File: config.mk
export PLATFORM = sky130hd
export DESIGN_NAME = cache_ctrl
export DESIGN_NICKNAME = d
export VERILOG_FILES = /design/src/rtl/cache_pkg.sv /design/src/rtl/cache_line_store.sv /design/src/rtl/cache_ctrl.sv
export SDC_FILE = /design/constraint.sdc
export NUM_CORES = 1
export LEC_CHECK = 0
export ABC_CLOCK_PERIOD_IN_PS = 16900
export CORE_MARGIN = 2
export CORE_UTILIZATION = 29
export CTS_BUF_LIST = sky130_fd_sc_hd__clkbuf_8 sky130_fd_sc_hd__clkbuf_16
export DETAILED_ROUTE_END_ITERATION = 8
export PLACE_DENSITY = 0.42
export SYNTH_ARGS = -nofsm -noshare
export SYNTH_HDL_FRONTEND = slang
export SYNTH_SLANG_ARGS = --single-unit
File: constraint.sdc
create_clock -name clk -period 16.9 [get_ports clk]
set_input_delay 3.38 -clock clk [delete_from_list [all_inputs] [get_ports clk]]
set_output_delay 3.38 -clock clk [all_outputs]
set_load 0.005 [all_outputs]
File: src/rtl/cache_pkg.sv
// Shared types and address helpers for the direct-mapped data cache.
// Used by the controller FSM and the line store.
package cache_pkg;

  localparam int ADDR_W   = 32;
  localparam int WORD_W   = 32;
  localparam int OFFSET_W = 2;

  typedef enum logic [1:0] {
    IDLE,
    FILL,
    WRITE,
    DONE
  } state_t;

  typedef struct packed {
    logic [ADDR_W-1:0] tag;
    logic [ADDR_W-1:0] idx;
  } addr_split_t;

  function automatic addr_split_t split_addr(
    input logic [ADDR_W-1:0] a,
    input int                idx_w
  );
    addr_split_t s;
    s.idx = (a >> OFFSET_W) & ((ADDR_W'(1) << idx_w) - ADDR_W'(1));
    s.tag = a >> (OFFSET_W + idx_w);
    return s;
  endfunction

endpackage

File: src/rtl/cache_line_store.sv
// Valid/tag/data arrays of the cache with one write port.
// Hit and read data are combinational on the current index.
module cache_line_store
  import cache_pkg::*;
#(
  parameter int LINES = 16,
  parameter int IDX_W = 4,
  parameter int TAG_W = 26
) (
  input  logic              clk,
  input  logic              rst,
  input  logic [IDX_W-1:0]  idx,
  input  logic [TAG_W-1:0]  tag,
  input  logic              we,
  input  logic [WORD_W-1:0] wdata,
  output logic              hit,
  output logic [WORD_W-1:0] rdata
);

  logic [LINES-1:0]  valid;
  logic [TAG_W-1:0]  tags [LINES];
  logic [WORD_W-1:0] data [LINES];

  always_ff @(posedge clk) begin
    if (rst) begin
      valid <= '0;
    end else if (we) begin
      valid[idx] <= 1'b1;
    end
  end

  always_ff @(posedge clk) begin
    if (we && !rst) begin
      tags[idx] <= tag;
      data[idx] <= wdata;
    end
  end

  assign hit   = valid[idx] && (tags[idx] == tag);
  assign rdata = data[idx];

endmodule

File: src/rtl/cache_ctrl.sv
// Direct-mapped write-through cache controller: hit detection,
// read-miss refill and write-through to the backing memory.
module cache_ctrl
  import cache_pkg::*;
#(
  parameter int LINES = 16
) (
  input  logic              clk,
  input  logic              rst,
  input  logic              MWR,
  input  logic              MOE,
  input  logic [ADDR_W-1:0] Adr,
  input  logic [WORD_W-1:0] MWD,
  output logic [WORD_W-1:0] CRD,
  output logic              done,
  output logic              mem_req,
  output logic              mem_we,
  output logic [ADDR_W-1:0] mem_adr,
  output logic [WORD_W-1:0] mem_wd,
  input  logic [WORD_W-1:0] mem_rd,
  input  logic              mem_ack
);

  localparam int IDX_W = $clog2(LINES);
  localparam int TAG_W = ADDR_W - OFFSET_W - IDX_W;

  state_t            state, next;
  addr_split_t       sp;
  logic [IDX_W-1:0]  idx;
  logic [TAG_W-1:0]  tag;
  logic              hit;
  logic [WORD_W-1:0] rdata;
  logic              we;
  logic [WORD_W-1:0] wdata;
  logic              launch;
  logic              finish;
  logic              unused_bits;

  assign sp  = split_addr(Adr, IDX_W);
  assign idx = sp.idx[IDX_W-1:0];
  assign tag = sp.tag[TAG_W-1:0];
  assign unused_bits = ^{sp.tag[ADDR_W-1:TAG_W],
                         sp.idx[ADDR_W-1:IDX_W]};

  cache_line_store #(
    .LINES(LINES),
    .IDX_W(IDX_W),
    .TAG_W(TAG_W)
  ) u_store (
    .clk  (clk),
    .rst  (rst),
    .idx  (idx),
    .tag  (tag),
    .we   (we),
    .wdata(wdata),
    .hit  (hit),
    .rdata(rdata)
  );

  always_ff @(posedge clk) begin
    if (rst) state <= IDLE;
    else     state <= next;
  end

  always_comb begin
    next  = state;
    we    = 1'b0;
    wdata = MWD;
    unique case (state)
      IDLE: begin
        if (MWR) begin
          next = WRITE;
          we   = hit;
        end else if (MOE) begin
          next = hit ? DONE : FILL;
        end
      end
      FILL: begin
        if (mem_req && mem_ack) begin
          next  = DONE;
          we    = 1'b1;
          wdata = mem_rd;
        end
      end
      WRITE: begin
        if (mem_req && mem_ack) next = DONE;
      end
      DONE:    next = IDLE;
      default: next = IDLE;
    endcase
  end

  assign launch = (state == IDLE) &&
                  (next == FILL || next == WRITE);
  assign finish = mem_req && mem_ack &&
                  (state == FILL || state == WRITE);
  assign done   = (state == DONE);

  always_ff @(posedge clk) begin
    if (rst) begin
      mem_req <= 1'b0;
      mem_we  <= 1'b0;
      mem_adr <= '0;
      mem_wd  <= '0;
    end else if (launch) begin
      mem_req <= 1'b1;
      mem_we  <= MWR;
      mem_adr <= {Adr[ADDR_W-1:OFFSET_W], {OFFSET_W{1'b0}}};
      mem_wd  <= MWR ? MWD : '0;
    end else if (finish) begin
      mem_req <= 1'b0;
      mem_we  <= 1'b0;
      mem_adr <= '0;
      mem_wd  <= '0;
    end
  end

  // Read data only changes on a read hit or a completed fill.
  always_ff @(posedge clk) begin
    if (rst) begin
      CRD <= '0;
    end else if (state == IDLE && !MWR && MOE && hit) begin
      CRD <= rdata;
    end else if (state == FILL && finish) begin
      CRD <= mem_rd;
    end
  end

endmodule

==> results.cfg <==
[sta]
slew_viol_final = 0
setup_viol_count_final = 0
layout_setup_ws_ns = 7.42
max_freq_mhz = 105
hold_slack_ns = 0.455
maxSlewHeadroom_pct = 17.1
fin_crit_sh_pct = 56.1
fin_tns_setup_ns = 0
tightest_slew_ns = 1.24
hold_violations = 0
rsz0062_at_grt = false
period_needed_ns = 9.48
fin_skew_ns = 0.0202

[clocking]
post_cts_buffers = 0
cts_tree = built
clock_path_buffers = 3
clk_latency_ns = 0.72
cts.sinks = 1042
clkTransAtPathRegs_ns = 0.06
hold_buffers = 0
cts_made_buffers = 114
htree_levels = 3
ctsResizeCount = 0
root_buffer = clkbuf_16

[routing]
num_vias = 21600
first_iter_violations = 1748
wl_per_cell_um = 27.8
detail-route-antenna-nets = 0
drcViolationCount = 0
vias_per_cell = 4.96
wl_mm = 121
firstDrtPassIters = 5

[finish]
drive_gt1_share_pct = 22.6
final_core_util_pct = 34.8
layout_commonest_cell = edfxtp_1
fin_nets = 2478
antenna_cells = 0
final_cell_mix = 928 x edfxtp_1, 241 x mux4_2, 190 x clkdlybuf4s50_1
area_growth_pct = 19.2

[power]
p_leak_nw = 15.6
peakVddDrop_v = 0.0000697
p_per_area_nw_per_um2 = 118
power.total_mw = 5.83

[grt]
grt_pass1_vias = 23000
grt_max_degree = 101
grtUsageTotal_pct = 16.4
antenna_found_initial = 3
grt.overflow.total = 0
grt_pass1_wl_mm = 171

[min_path]
min_from = u_store.valid[2]
holdCritPathClass = reg -> reg

[critical_path]
critical_path.startpoint = Adr[2]
cp.arrival_ns = 9.81
crit_path_start_kind = input pin
critPathKind = in -> reg
worst_path_max_delay_cell = buf_4
cp_slowest_stage_delay_ns = 0.95
worstSetupEndpointType = flip-flop
r2r_start = u_store.tags[11][0]
cp_cell_sequence = buf_8 -> buf_12 -> buf_4 -> mux4_2 -> mux2i_1 -> xnor2_1 -> nor3b_1 -> a21oi_1 -> or4_4 -> nor4_4 -> buf_4 -> nor2_2 -> buf_4 -> nor3_2 -> buf_4
cp.required_ns = 17.23
crit_top_cell = buf_4
worstPathMaxFanout = 100

[synth]
synth_cell_types = 70
synth_edf_count = 928
synthArstFlopShare_pct = 0
ys_ff_latch = 1042
yosysSeqAreaShare_pct = 73.0
yosysWarnings = 0
syn-cell-area_um2 = 41300
syn_area_per_cell_um2 = 19.3
synthCells = 2137
ys.flop_type = edfxtp_1

[floorplanning]
core.rowCount = 138
io_pins = 200
die_h_um = 381
core_um2 = 141000
start_util_pct = 29.2
design.die.area_um2 = 146000
die_w_um = 381

[placement]
portBuffers = 195
gp_congestion = 0.734
dp_hpwl_mm = 66.2
post-place-ws_ns = 6.45

[flow_run]
drv_cap = 0

[outcome]
status = complete, no violations
where the power goes:
part	switching (mW)	internal [mW]
clock network	1.02	1.44
logic	0.281	0.211
registers	0.0262	2.85
metrics by stage:
stage	instances	cell area, µm²
after CTS	4361	49300
after detailed placement	4148	45600
after global routing	4361	49300
final	4361	49300
after floorplan	2138	41300
after global placement	4148	45600
cell families (layout without fill, tap and decap cells):
logic type | count (synthesis) | count (layout) | share of synthesized area (%)
AOI/OAI and AO/OA | 284 | 284 | 5.17
xor gates and xnor gates | 28 | 28 | 0.593
adders and majority gates | 3 | 3 | 0.0908
buffers and inverters | 223 | 556 | 2.49
DFF | 1042 | 1042 | 73.0
muxes | 362 | 362 | 16.3
other | 1 | 2 | 0.00907
and+or+nand+nor | 194 | 194 | 2.34
synth_stat cells (all sizes together) (7+ instances only):
master,number,share of area (%)
nand2b,8,0.12
a32o,33,0.80
mux2,55,1.5
mux2i,63,1.5
edfxtp,928,67
nor2,20,0.18
a22o,7,0.15
nor3,25,0.30
nand4,9,0.14
o21a,34,0.62
a221oi,9,0.19
a21boi,32,0.58
nor2b,9,0.14
inv,83,0.75
o22ai,71,1.1
a31oi,36,0.55
mux4,244,13
nand2,84,0.76
buf,66,1.1
xnor2,28,0.59
nand3,8,0.097
o32ai,18,0.38
nor4,7,0.14
clkbuf,73,0.66
dfxtp,114,5.5
sequential cells by signal, indices dropped and copies added, names as in the netlist:
signal and flops:
u_store.tags 416, mem_adr 30, u_store.data 512, mem_req 1, u_store.valid 16, mem_wd 32
state 2, CRD 32, mem_we 1
critical path, delay by kind of cell:
kind	cells	cell delay (ns)
xor gates and xnor gates	1	0.21
buffers and inverters	6	3.78
and+or+nand+nor	5	1.35
AOI/OAI and AO/OA	1	0.06
muxes	2	0.80
cell type report:
class | instances | area [µm²]
fillers | 13200 | 92200
clock buffers | 127 | 3040
clock inverters | 86 | 657
flip-flops and latches | 1042 | 30100
well taps | 1890 | 2360
repair buffers | 259 | 2440
inverters | 84 | 318
multi-input cells | 873 | 10300
metal layers:
| metal | vias up | share of wire, % | GRT usage, % | wire (µm) |
|---|---|---|---|---|
| li1 | 9279 | - | - | - |
| met1 | 11700 | 44 | 21.7 | 52700 |
| met2 | 527 | 50 | 28.1 | 60800 |
| met3 | 140 | 4.3 | 2.46 | 5230 |
| met4 | 2 | 1.9 | 4.29 | 2320 |
| met5 | - | 0.0058 | 0 | 7 |
final timing paths:
kind | endpoint | slack, ns | depth (start not counted)
setup / recovery | u_store.data[2][12] | 7.42 | 15
hold / removal | u_store.valid[2] | 0.45 | 2
setup reg to reg | u_store.data[2][12] | 11.50 | 11
hold reg to reg | u_store.valid[2] | 0.45 | 2
Power figures use the tool's default switching activity.
